## src/rtl/edge_detector_pkg.sv

```systemverilog
// edge_detector_pkg: shared mode encodings and counter sizing helper for the edge detector
// Contents:
//   MODE_OFF/MODE_RISE/MODE_FALL/MODE_BOTH - per-channel edge select encodings
//   cnt_width(n) - smallest width w >= 1 with 2**w >= n
package edge_detector_pkg;
    localparam logic [1:0] MODE_OFF  = 2'b00;
    localparam logic [1:0] MODE_RISE = 2'b01;
    localparam logic [1:0] MODE_FALL = 2'b10;
    localparam logic [1:0] MODE_BOTH = 2'b11;

    function automatic int cnt_width(input int n);
        for (int w = 1; w < 31; w++)
            if ((1 << w) >= n) return w;
        return 31;
    endfunction
endpackage

```

## src/rtl/edge_channel.sv

```systemverilog
// edge_channel: one channel of synchroniser, debouncer, edge qualifier, pending flag and event counter
// Ports:
//   clk, rst      - clock, synchronous active-high reset
//   i_warmup      - while high, level follows sync directly with no events
//   i_signl       - raw asynchronous input
//   i_mode        - edge select (off/rise/fall/both)
//   i_ack         - clears the pending flag
//   i_clr_cnt     - clears the event counter
//   o_outedge     - registered one-cycle event pulse
//   o_level       - debounced level
//   o_pending     - sticky event flag
//   o_event_cnt   - saturating event counter
module edge_channel
    import edge_detector_pkg::*;
#(
    parameter int SYNC_STAGES     = 2,
    parameter int DEBOUNCE_CYCLES = 4,
    parameter int CNT_W           = 8
) (
    input  logic             clk,
    input  logic             rst,
    input  logic             i_warmup,
    input  logic             i_signl,
    input  logic [1:0]       i_mode,
    input  logic             i_ack,
    input  logic             i_clr_cnt,
    output logic             o_outedge,
    output logic             o_level,
    output logic             o_pending,
    output logic [CNT_W-1:0] o_event_cnt
);
    localparam int D  = (DEBOUNCE_CYCLES > 1) ? DEBOUNCE_CYCLES : 1;
    localparam int DW = cnt_width(D);
    localparam logic [DW-1:0]    D_LAST  = DW'(D - 1);
    localparam logic [CNT_W-1:0] CNT_MAX = '1;

    logic [SYNC_STAGES-1:0] r_sync;
    logic                   r_samp;
    logic [DW-1:0]          r_db;
    logic                   r_level;
    logic                   r_outedge;
    logic                   r_pending;
    logic [CNT_W-1:0]       r_cnt;
    logic                   w_diff;
    logic                   w_accept;
    logic                   w_rise_en;
    logic                   w_fall_en;
    logic                   w_pulse;

    // r_samp is a sampling stage between the synchroniser and the debouncer,
    // giving a level/outedge latency of SYNC_STAGES + D edges
    assign w_diff    = r_samp != r_level;
    assign w_accept  = !i_warmup && w_diff && (r_db == D_LAST);
    assign w_rise_en = (i_mode == MODE_RISE) || (i_mode == MODE_BOTH);
    assign w_fall_en = (i_mode == MODE_FALL) || (i_mode == MODE_BOTH);
    assign w_pulse   = w_accept && (r_samp ? w_rise_en : w_fall_en);

    always_ff @(posedge clk) begin
        if (rst) begin
            r_sync    <= '0;
            r_samp    <= 1'b0;
            r_db      <= '0;
            r_level   <= 1'b0;
            r_outedge <= 1'b0;
            r_pending <= 1'b0;
            r_cnt     <= '0;
        end else begin
            r_sync    <= {r_sync[SYNC_STAGES-2:0], i_signl};
            r_samp    <= r_sync[SYNC_STAGES-1];
            r_db      <= (i_warmup || !w_diff || w_accept) ? '0 : r_db + DW'(1);
            // warm-up loads the level straight from the synchroniser so a line
            // held high through reset never looks like a rising edge
            r_level   <= i_warmup ? r_sync[SYNC_STAGES-1] : (w_accept ? r_samp : r_level);
            r_outedge <= w_pulse;
            r_pending <= w_pulse || (r_pending && !i_ack);
            r_cnt     <= i_clr_cnt ? CNT_W'(w_pulse) :
                         (w_pulse && r_cnt != CNT_MAX) ? r_cnt + CNT_W'(1) : r_cnt;
        end
    end

    assign o_outedge   = r_outedge;
    assign o_level     = r_level;
    assign o_pending   = r_pending;
    assign o_event_cnt = r_cnt;
endmodule

```

## src/rtl/edge_detector_multi.sv

```systemverilog
// edge_detector_multi: multi-channel synchronising, debouncing edge detector with pending flags and event counters
// Ports:
//   clk, rst      - clock, synchronous active-high reset
//   i_signl       - raw asynchronous inputs, bit i = channel i
//   i_mode        - per-channel edge select at [2i+1:2i]
//   i_ack         - per-channel pending clear
//   i_clr_cnt     - per-channel event counter clear
//   o_outedge     - per-channel one-cycle event pulses
//   o_level       - per-channel debounced levels
//   o_pending     - per-channel sticky event flags
//   o_event_cnt   - per-channel saturating counters at [CNT_W*i +: CNT_W]
module edge_detector_multi
    import edge_detector_pkg::*;
#(
    parameter int CHANNELS        = 4,
    parameter int SYNC_STAGES     = 2,
    parameter int DEBOUNCE_CYCLES = 4,
    parameter int CNT_W           = 8
) (
    input  logic                      clk,
    input  logic                      rst,
    input  logic [CHANNELS-1:0]       i_signl,
    input  logic [2*CHANNELS-1:0]     i_mode,
    input  logic [CHANNELS-1:0]       i_ack,
    input  logic [CHANNELS-1:0]       i_clr_cnt,
    output logic [CHANNELS-1:0]       o_outedge,
    output logic [CHANNELS-1:0]       o_level,
    output logic [CHANNELS-1:0]       o_pending,
    output logic [CHANNELS*CNT_W-1:0] o_event_cnt
);
    localparam int WARM = SYNC_STAGES + 1;
    localparam int WW   = cnt_width(WARM + 1);

    logic [WW-1:0] r_warm;
    logic          w_warmup_active;

    // one shared warm-up window covers the time the synchronisers need to fill
    assign w_warmup_active = r_warm != '0;

    always_ff @(posedge clk) begin
        if (rst) r_warm <= WW'(WARM);
        else if (w_warmup_active) r_warm <= r_warm - WW'(1);
    end

    genvar g;
    generate
        for (g = 0; g < CHANNELS; g++) begin : g_ch
            edge_channel #(
                .SYNC_STAGES    (SYNC_STAGES),
                .DEBOUNCE_CYCLES(DEBOUNCE_CYCLES),
                .CNT_W          (CNT_W)
            ) u_ch (
                .clk        (clk),
                .rst        (rst),
                .i_warmup   (w_warmup_active),
                .i_signl    (i_signl[g]),
                .i_mode     (i_mode[2*g +: 2]),
                .i_ack      (i_ack[g]),
                .i_clr_cnt  (i_clr_cnt[g]),
                .o_outedge  (o_outedge[g]),
                .o_level    (o_level[g]),
                .o_pending  (o_pending[g]),
                .o_event_cnt(o_event_cnt[CNT_W*g +: CNT_W])
            );
        end
    endgenerate
endmodule

```

## config.mk

```make
export PLATFORM = sky130hd
export DESIGN_NAME = edge_detector_multi
export DESIGN_NICKNAME = d
export VERILOG_FILES = /design/src/rtl/edge_detector_pkg.sv /design/src/rtl/edge_channel.sv /design/src/rtl/edge_detector_multi.sv
export SDC_FILE = /design/constraint.sdc
export NUM_CORES = 1
export LEC_CHECK = 0
export ABC_AREA = 0
export BUFFER_PORTS_ARGS = -buffer_cell sky130_fd_sc_hd__buf_2
export CORE_MARGIN = 2
export CORE_UTILIZATION = 35
export DETAILED_ROUTE_END_ITERATION = 8
export GPL_ROUTABILITY_DRIVEN = 0
export PLACE_DENSITY = 0.64
export SLEW_MARGIN = 20
export SYNTH_ARGS = -nofsm -noshare
export SYNTH_HDL_FRONTEND = slang
export SYNTH_SLANG_ARGS = --single-unit
```

## constraint.sdc

```tcl
create_clock -name clk -period 2 [get_ports clk]
set_input_delay 0.4 -clock clk [delete_from_list [all_inputs] [get_ports clk]]
set_output_delay 0.4 -clock clk [all_outputs]
set_load 0.01 [all_outputs]
```

Word level (Yosys, flattened, before mapping)
Index checks and enable logic that the tools add are counted.
- register bits: 66
- bits of input ports: 22
- output and inout bits: 44
- logic and storage cells: 152
- add/sub/neg operators: 9
- equal/unequal tests: 24
- muxes and demuxes: 20
- reduce and logical (&&, ||, !) cells: 66
- operators by type and width (operator ; number):
    adder 8 x 1 -> 8 bit, second input constant ; 4
    != test 8 bit, second input constant ; 4
    equality test 2 bit, second input constant ; 12
    logical AND 1 bit ; 20
    logical OR 1 bit ; 20
    2-to-1 mux 1 bit ; 20
    nonzero test 2 bit ; 9
    OR reduction 2 bit ; 8
    zero test 1 bit ; 9
    adder 2 x 1 -> 2 bit, second input constant ; 4
    equality test 2 x 1 -> 1 bit, second input constant ; 4
    != test 1 bit ; 4
    subtractor 2 x 1 -> 2 bit, second input constant ; 1

Depth between registers and ports, before layout
Gate-level depths: netlist of the first run.
- word-level depth: 8
- gate-level depth with buffers: 6
- gate-level depth less buffers: 5

Modules after synthesis
Synthesis of the first run repeated with hierarchy kept, for this count alone.
- cells, all modules: 327
- area total of the unflattened synthesis: 2942.8 um^2
- by module, submodules not included (module ; times used ; cells an instance ; area each (um^2) ; sequential area each (um^2)):
    edge_channel ; 4 ; 79 ; 710.7 ; 320.3
    edge_detector_multi ; 1 ; 11 ; 100.1 ; 40.0

Least setup slack after synthesis of the first run
No wires, ideal clock.
- path kind: reg2reg
- start point: reg g_ch[3].u_ch.r_cnt[0]
- end point: reg g_ch[3].u_ch.r_cnt[4]
- setup time: 70 ps
- arrival: 1587 ps
- required time: 1930 ps
- path slack: 343 ps
- stages on the path, launching flop included: 6
- path buffers: 0
- period minus slack after synthesis: 1657 ps
- cell sequence: dfxtp_1 -> ha_1 -> and3_1 -> and2_0 -> or4_1 -> a21oi_1
- longest elaborated chain between the ends: 2
- elaborated cells on any way between the ends: 3
- those cells by class: add/sub: 1; eq/ne: 1; reduce/logical: 1
- RTL lines (element ; RTL line ; RTL):
    from (decl) ; edge_channel.sv:43 ; logic [CNT_W-1:0] r_cnt;
    from (signal assigned) ; edge_channel.sv:76 ; r_cnt <= i_clr_cnt ? CNT_W'(w_pulse) :
    branches (longest 2 deep; another with adder 8 x 1 -> 8 bit) ; - ;
Several ways; the timed one is not identified.
A chain may end at the register's enable or synchronous reset.

Worst setup path in the final report of the first run
- start point: reg r_warm[0]
- end point: reg g_ch[2].u_ch.r_cnt[4]
- longest elaborated chain between the ends: 6
- RTL lines (element ; RTL line ; RTL):
    from (decl) ; edge_detector_multi.sv:34 ; logic [WW-1:0] r_warm;
    from (signal assigned) ; edge_detector_multi.sv:41 ; if (rst) r_warm <= WW'(WARM);
    from (signal assigned) ; edge_detector_multi.sv:42 ; else if (w_warmup_active) r_warm <= r_warm - WW'(1);
    nonzero test 2 bit ; edge_detector_multi.sv:38 ; assign w_warmup_active = r_warm != '0;
    zero test 1 bit ; edge_channel.sv:53 ; assign w_accept = !i_warmup && w_diff && (r_db == D_LAST);
    logical AND 1 bit (2 in series) ; edge_channel.sv:53 ;
    logical AND 1 bit ; edge_channel.sv:56 ; assign w_pulse = w_accept && (r_samp ? w_rise_en : w_fall_en);
    logical AND 1 bit ; edge_channel.sv:77 ; (w_pulse && r_cnt != CNT_MAX) ? r_cnt + CNT_W'(1) : r_cnt;
    to (signal assigned) ; edge_channel.sv:76 ;
    to (decl) ; edge_channel.sv:43 ;
Every way passes these cells.

==> flow_summary.ini, run 1 <==
[run_status]
status = finished, final reports clean

[hold_path]
hold_path_class = in2reg
hold_path_depth = 2
min-delay-start = i_signl[3]
worstHoldEndpoint = g_ch[3].u_ch.r_sync[0]$_SDFF_PP0_

[timing]
timing.setup.tns_ns = 0
finalCriticalPeriod_ns = 1.85
final_hold_viol_count = 0
worst_slew_margin_rel_pct = 63.8
fin_worst_skew_ns = 0.00711
timing.final.max_slew_violations = 0
share_of_the_clock_period_used_by_the_worst_path_pct = 92.6
rsz_0062_raised_after_global_routing = false
setup_viols_final = 0
tightest_pin_transition_ns = 0.541
timing.hold.ws_ns = 0.268
fmax_mhz = 540

[worst_setup_path]
worst-path-max-fanout = 14
rr_endpoint = g_ch[2].u_ch.o_event_cnt[4]$_SDFFE_PP0P_
worst_setup_path_end_kind = register
cp.required_ns = 2.27
worst_path_max_delay_cell = or4_1
crit-reg2reg-launch = r_warm[0]$_SDFFE_PP1P_
critical_path.cell_chain = inv_1 > ha_1 > o211ai_1 > buf_4 > or4_1 > a21oi_1
timing.setup.critical_path_class = reg2reg
crit_path_start_kind = register
cp_data_arrival_time_ns = 2.12
ff2ff_path_depth = 6
timing.critical_path.slowest_cell_delay_ns = 0.52
cp_top_family = simple AND/OR/NAND/NOR gates
reg2reg_setup_slack_ns = 0.15
crit_buf_inv = 2

[cells_and_area]
layout-area-overhead-vs-synth_pct = 20.8
layout.cells.most_common_list = dfxtp_1, buf_2, a21oi_1
filler_cell_count = 827
antenna_cells = 0
ratio_of_cells_with_drive_above_1_in_the_final_layout_pct = 25.3
layout.cells.most_common = dfxtp_1
num-nets-final = 405
layout.cell_area.non_filler_um2 = 3570

[clock_tree]
clk_pin_slew_worst_paths_ns = 0.07
cts-htree-levels = 3
post-cts-setup-buffer-count = 0
cts-resized-gates = 0
clock_sink_count = 66
cts.hold.buffers_added = 0
tritoncts = done
clock-root-buffer = clkbuf_8
clock_insertion_delay_worst_skew_ns = 0.34
cts_inserted_buffers = 9
clock_path_buffers = 2

[detailed_routing]
number_of_detailed_route_iterations_in_the_first_pass = 4
via_per_inst = 5.17
vias = 2503
wl_mm = 6.15
drt_first_iter_violations = 99
final_antenna_net_count = 0
avgRoutedWirePerCell_um = 12.7
drc = 0

[global_route]
antenna_found_initial = 0
global_route_wire_length_before_repair_mm = 9.95
grt_pass1_vias = 2219
grt_overflow_total = 0
grt_usage_pct = 13.9
grt_max_degree = 25

[run]
maxCapViolations = 0

[floorplan]
die_h_um = 95.8
rows = 33
die-area_um2 = 9180
start_util_pct = 36.1
placeableCoreArea_um2 = 8180
boundaryPins = 66
die_w_um = 95.8

[power]
p_leak_nw = 1.44
flop_pwr_share_pct = 47.5
swShare_pct = 21.8
total_switching_power_uw = 623
clockPowerShare_pct = 47.3
power_density_nw_per_um2 = 802
vdd.ir_drop.worst_mv = 0.329
p_int_mw = 2.24
share_comb_of_total_power_pct = 5.2

[placed_design]
detailedPlacementHpwl_mm = 4.44
io_buffers = 65
placed_area_um2 = 3320

[synthesis]
synth.yosys.seq_area_share_pct = 44.8
postSynthCellCount = 314
postSynth.topFlopCell = dfxtp_1
synth.largest_area_cell = dfxtp_1
netlist.area_leader.share_pct = 44.8
yosys_register_bits = 66
syn-cell-area_um2 = 2950
largest_cells_by_area_after_synthesis = dfxtp_1, ha_1, mux2i_1
synthesis.area_per_instance_um2 = 9.40
async_flop_share_pct = 0
number_of_synthesized_flops_with_an_enable_pin = 0
syn_nets = 345
yosysUniqueCellTypes = 42
yosysWarnings = 0
-- per-stage QoR --
| stage | cells | worst slack [ns] | power (mW) | util, % |
|---|---|---|---|---|
| final | 484 | 0.147 | 2.86 | 43.6 |
| after global routing | 484 | 0.0227 | 2.97 | 43.6 |
| after global placement | 468 | 0.248 | 1.53 | 40.7 |
| after floorplan | 314 | 0.343 | 1.49 | - |
| after CTS | 484 | 0.142 | 2.89 | 43.6 |
| after detailed placement | 468 | 0.172 | 1.54 | 40.7 |
-- routing by layer --
layer  wire length, µm  part of all wire [%]  track usage [%]  vias up
met2              2860                    46             22.1       62
met1              2890                    47             17.6     1159
met5                 0                     0                0        -
li1                  -                     -                -     1272
met3               316                   5.1             3.99       10
met4                85                   1.4             5.60        0
-- flip-flops by register name, summed over array words and instances (netlist names) --
register,count
g_ch.u_ch.o_event_cnt,32
g_ch.u_ch.o_level,4
g_ch.u_ch.o_outedge,4
g_ch.u_ch.o_pending,4
g_ch.u_ch.r_db,8
g_ch.u_ch.r_samp,4
g_ch.u_ch.r_sync,8
r_warm,2
-- power groups by stage --
stage               clock network [mW]  registers (mW)  logic, mW
finish                            1.35            1.36      0.149
global route                      1.45            1.36      0.168
CTS                               1.38            1.36      0.152
detailed placement                   0            1.39      0.151
global placement                     0            1.39      0.146
floorplan                            0            1.38      0.106
-- logic make-up after synthesis --
kind of cell,Yosys count,share of synthesized area (%)
adder cells (fa/ha/maj),9,3.82
AO/OA/AOI/OAI,71,16.5
flip-flops,66,44.8
XOR/XNOR,5,1.48
multiplexers,11,3.73
buffers and inverters,34,6.02
AND/OR/NAND/NOR,118,23.7
-- synthesized netlist by cell type, drive strengths merged (4+ instances only) --
| library cell | count |
|---|---|
| nand4 | 6 |
| o21ai | 10 |
| nor4 | 6 |
| o41ai | 9 |
| a21oi | 20 |
| mux2i | 11 |
| ha | 9 |
| xnor2 | 4 |
| nor2b | 13 |
| nand3 | 10 |
| or4 | 7 |
| buf | 16 |
| clkbuf | 7 |
| o211ai | 4 |
| o31ai | 7 |
| o311ai | 8 |
| or2 | 6 |
| nor4b | 4 |
| inv | 11 |
| nor2 | 18 |
| and3b | 8 |
| nand2 | 15 |
| nand2b | 6 |
| dfxtp | 66 |
| a211oi | 4 |
-- worst max path at each step --
stage,from,endpoint,cells past startpoint
5_1_grt,r_warm[0]$_SDFFE_PP1P_,g_ch[2].u_ch.o_event_cnt[7]$_SDFFE_PP0P_,6
4_1_cts,r_warm[0]$_SDFFE_PP1P_,g_ch[2].u_ch.o_event_cnt[4]$_SDFFE_PP0P_,6
2_1_floorplan,g_ch[3].u_ch.o_event_cnt[0]$_SDFFE_PP0P_,g_ch[3].u_ch.o_event_cnt[4]$_SDFFE_PP0P_,5
6_report,r_warm[0]$_SDFFE_PP1P_,g_ch[2].u_ch.o_event_cnt[4]$_SDFFE_PP0P_,6
3_5_place_dp,r_warm[1]$_SDFFE_PP1P_,g_ch[2].u_ch.o_event_cnt[4]$_SDFFE_PP0P_,6
3_3_place_gp,r_warm[0]$_SDFFE_PP1P_,g_ch[2].u_ch.o_event_cnt[4]$_SDFFE_PP0P_,6
-- area by class of cell --
class	instances	area [µm²]	area share [%]
Tap cell	105	131	3.68
Timing Repair Buffer	72	378	10.6
Clock buffer	9	124	3.47
Clock inverter	7	118	3.30
Multi-Input combinational cell	214	1450	40.7
Sequential cell	66	1320	37.1
Inverter	11	41.3	1.16
(Power assumes the default switching activity.)
==> inputs of run 2 (changes only) <==
--- a/config.mk
+++ b/config.mk
@@ -12,6 +12,7 @@
 export DETAILED_ROUTE_END_ITERATION = 8
 export GPL_ROUTABILITY_DRIVEN = 0
 export PLACE_DENSITY = 0.64
+export REMOVE_ABC_BUFFERS = 1
 export SLEW_MARGIN = 20
 export SYNTH_ARGS = -nofsm -noshare
 export SYNTH_HDL_FRONTEND = slang
==> run 2 against run 1 <==
Power down 7.2%. Hold slack better by 0.0060 ns. Flip-flop and latch count unchanged. Via count up 0.60%. Clock skew up 0.0037 ns. Combinational power up 5%. First-iteration DRC count down 46%. Cell count up 0.41%. Utilization down 0.28 points. Sequential power about the same. Critical path type unchanged.
==> flow_summary.ini, run 2 (synthesis results as in run 1) <==
[clock_tree]
clock_path_buffers = 2
cts.hold.buffers_added = 0
clock-root-buffer = clkbuf_8
tritoncts = done
cts-resized-gates = 0
clk_pin_slew_worst_paths_ns = 0.07
clock_insertion_delay_worst_skew_ns = 0.34
cts_inserted_buffers = 9
cts-htree-levels = 3
post-cts-setup-buffer-count = 0
clock_sink_count = 66

[timing]
timing.hold.ws_ns = 0.274
timing.setup.tns_ns = 0
rsz_0062_raised_after_global_routing = false
share_of_the_clock_period_used_by_the_worst_path_pct = 89.0
finalCriticalPeriod_ns = 1.78
fmax_mhz = 562
fin_worst_skew_ns = 0.0108
final_hold_viol_count = 0
timing.final.max_slew_violations = 0
worst_slew_margin_rel_pct = 62.0
setup_viols_final = 0
tightest_pin_transition_ns = 0.570

[run_status]
status = finished, final reports clean

[floorplan]
die_h_um = 95.8
rows = 33
start_util_pct = 36.1
die_w_um = 95.8
placeableCoreArea_um2 = 8180
die-area_um2 = 9180
boundaryPins = 66

[worst_setup_path]
cp_data_arrival_time_ns = 2.04
crit_path_start_kind = register
timing.setup.critical_path_class = reg2reg
worst_setup_path_end_kind = register
worst-path-max-fanout = 7
cp.required_ns = 2.26

[cells_and_area]
ratio_of_cells_with_drive_above_1_in_the_final_layout_pct = 25.7
layout.cells.most_common_list = dfxtp_1, buf_2, a21oi_1
filler_cell_count = 830
num-nets-final = 407
antenna_cells = 0
largest_reg_flops = 32
layout-area-overhead-vs-synth_pct = 20.1
layout.cells.most_common = dfxtp_1

[placed_design]
detailedPlacementHpwl_mm = 4.52
io_buffers = 65

[detailed_routing]
number_of_detailed_route_iterations_in_the_first_pass = 4
vias = 2518
avgRoutedWirePerCell_um = 13.1
via_per_inst = 5.18
wl_mm = 6.38
final_antenna_net_count = 0
drc = 0
drt_first_iter_violations = 53

[global_route]
grt_overflow_total = 0
grt_usage_pct = 14.5
global_route_wire_length_before_repair_mm = 10.5
grt_max_degree = 32
grt_pass1_vias = 2327
antenna_found_initial = 0

[power]
p_leak_nw = 1.43
power_density_nw_per_um2 = 749
vdd.ir_drop.worst_mv = 0.363

[run]
maxCapViolations = 0

[hold_path]
hold_path_class = in2reg
## run 2: cell types whose count changed in the layout (fill, tap and decap cells not counted), sizes merged
| cell | change |
|---|---|
| clkinvlp | +3 |
| buf | +2 |
| bufinv | -2 |
| clkinv | -2 |
| clkbuf | +1 |
## run 2: worst max-delay path, cell delays in order, from the launching register on
cell and delay (ns):
dfxtp_1 0.35, ha_1 0.25, and3_1 0.22, and2_0 0.25, or4_1 0.50, a21oi_1 0.15
## run 2: through the flow
step	util, %	instance area [µm²]	cells	setup WS, ns	power [mW]
after floorplan	-	2820	291	0.101	1.47
after global placement	40.8	3340	470	0.328	1.54
after detailed placement	40.8	3340	470	0.272	1.55
after CTS	43.3	3540	486	0.247	2.69
after global routing	43.3	3540	486	0.106	2.78
final	43.3	3540	486	0.221	2.65
## run 2: cell type report
cell class | count | area [µm²] | share of cell area [%]
Clock buffer | 10 | 138 | 3.88
Tap cell | 105 | 131 | 3.71
Inverter | 11 | 41.3 | 1.17
Sequential cell | 66 | 1320 | 37.3
Multi-Input combinational cell | 214 | 1450 | 41.0
Clock inverter | 6 | 66.3 | 1.87
Timing Repair Buffer | 74 | 393 | 11.1
## run 2: path summary, 6_finish.rpt
kind	end	slack [ns]	from	cells after the start
hold reg to reg	g_ch[2].u_ch.r_db[0]$_SDFF_PP0_	0.43	g_ch[2].u_ch.r_db[0]$_SDFF_PP0_	1
setup / recovery	g_ch[3].u_ch.o_event_cnt[4]$_SDFFE_PP0P_	0.22	g_ch[3].u_ch.o_event_cnt[0]$_SDFFE_PP0P_	5
hold / removal	g_ch[2].u_ch.r_sync[0]$_SDFF_PP0_	0.27	i_signl[2]	2
setup reg to reg	g_ch[3].u_ch.o_event_cnt[4]$_SDFFE_PP0P_	0.22	g_ch[3].u_ch.o_event_cnt[0]$_SDFFE_PP0P_	5
## run 2: per-layer routing
| layer | global-route usage, % | share of wire, % | up-vias | routed length (µm) |
|---|---|---|---|---|
| met5 | 0 | 0 | - | 0 |
| met4 | 7.26 | 1.3 | 0 | 84 |
| met3 | 3.60 | 4.8 | 6 | 305 |
| met2 | 22.3 | 45 | 56 | 2870 |
| met1 | 18.9 | 49 | 1178 | 3120 |
| li1 | - | - | 1278 | - |
## run 2: report_power, final
group | internal, mW | leakage, nW | switching (mW) | total [mW]
sequential | 1.34 | 0.535 | 0.0175 | 1.36
clock | 0.609 | 0.0945 | 0.529 | 1.14
combinational | 0.0727 | 0.796 | 0.0840 | 0.157
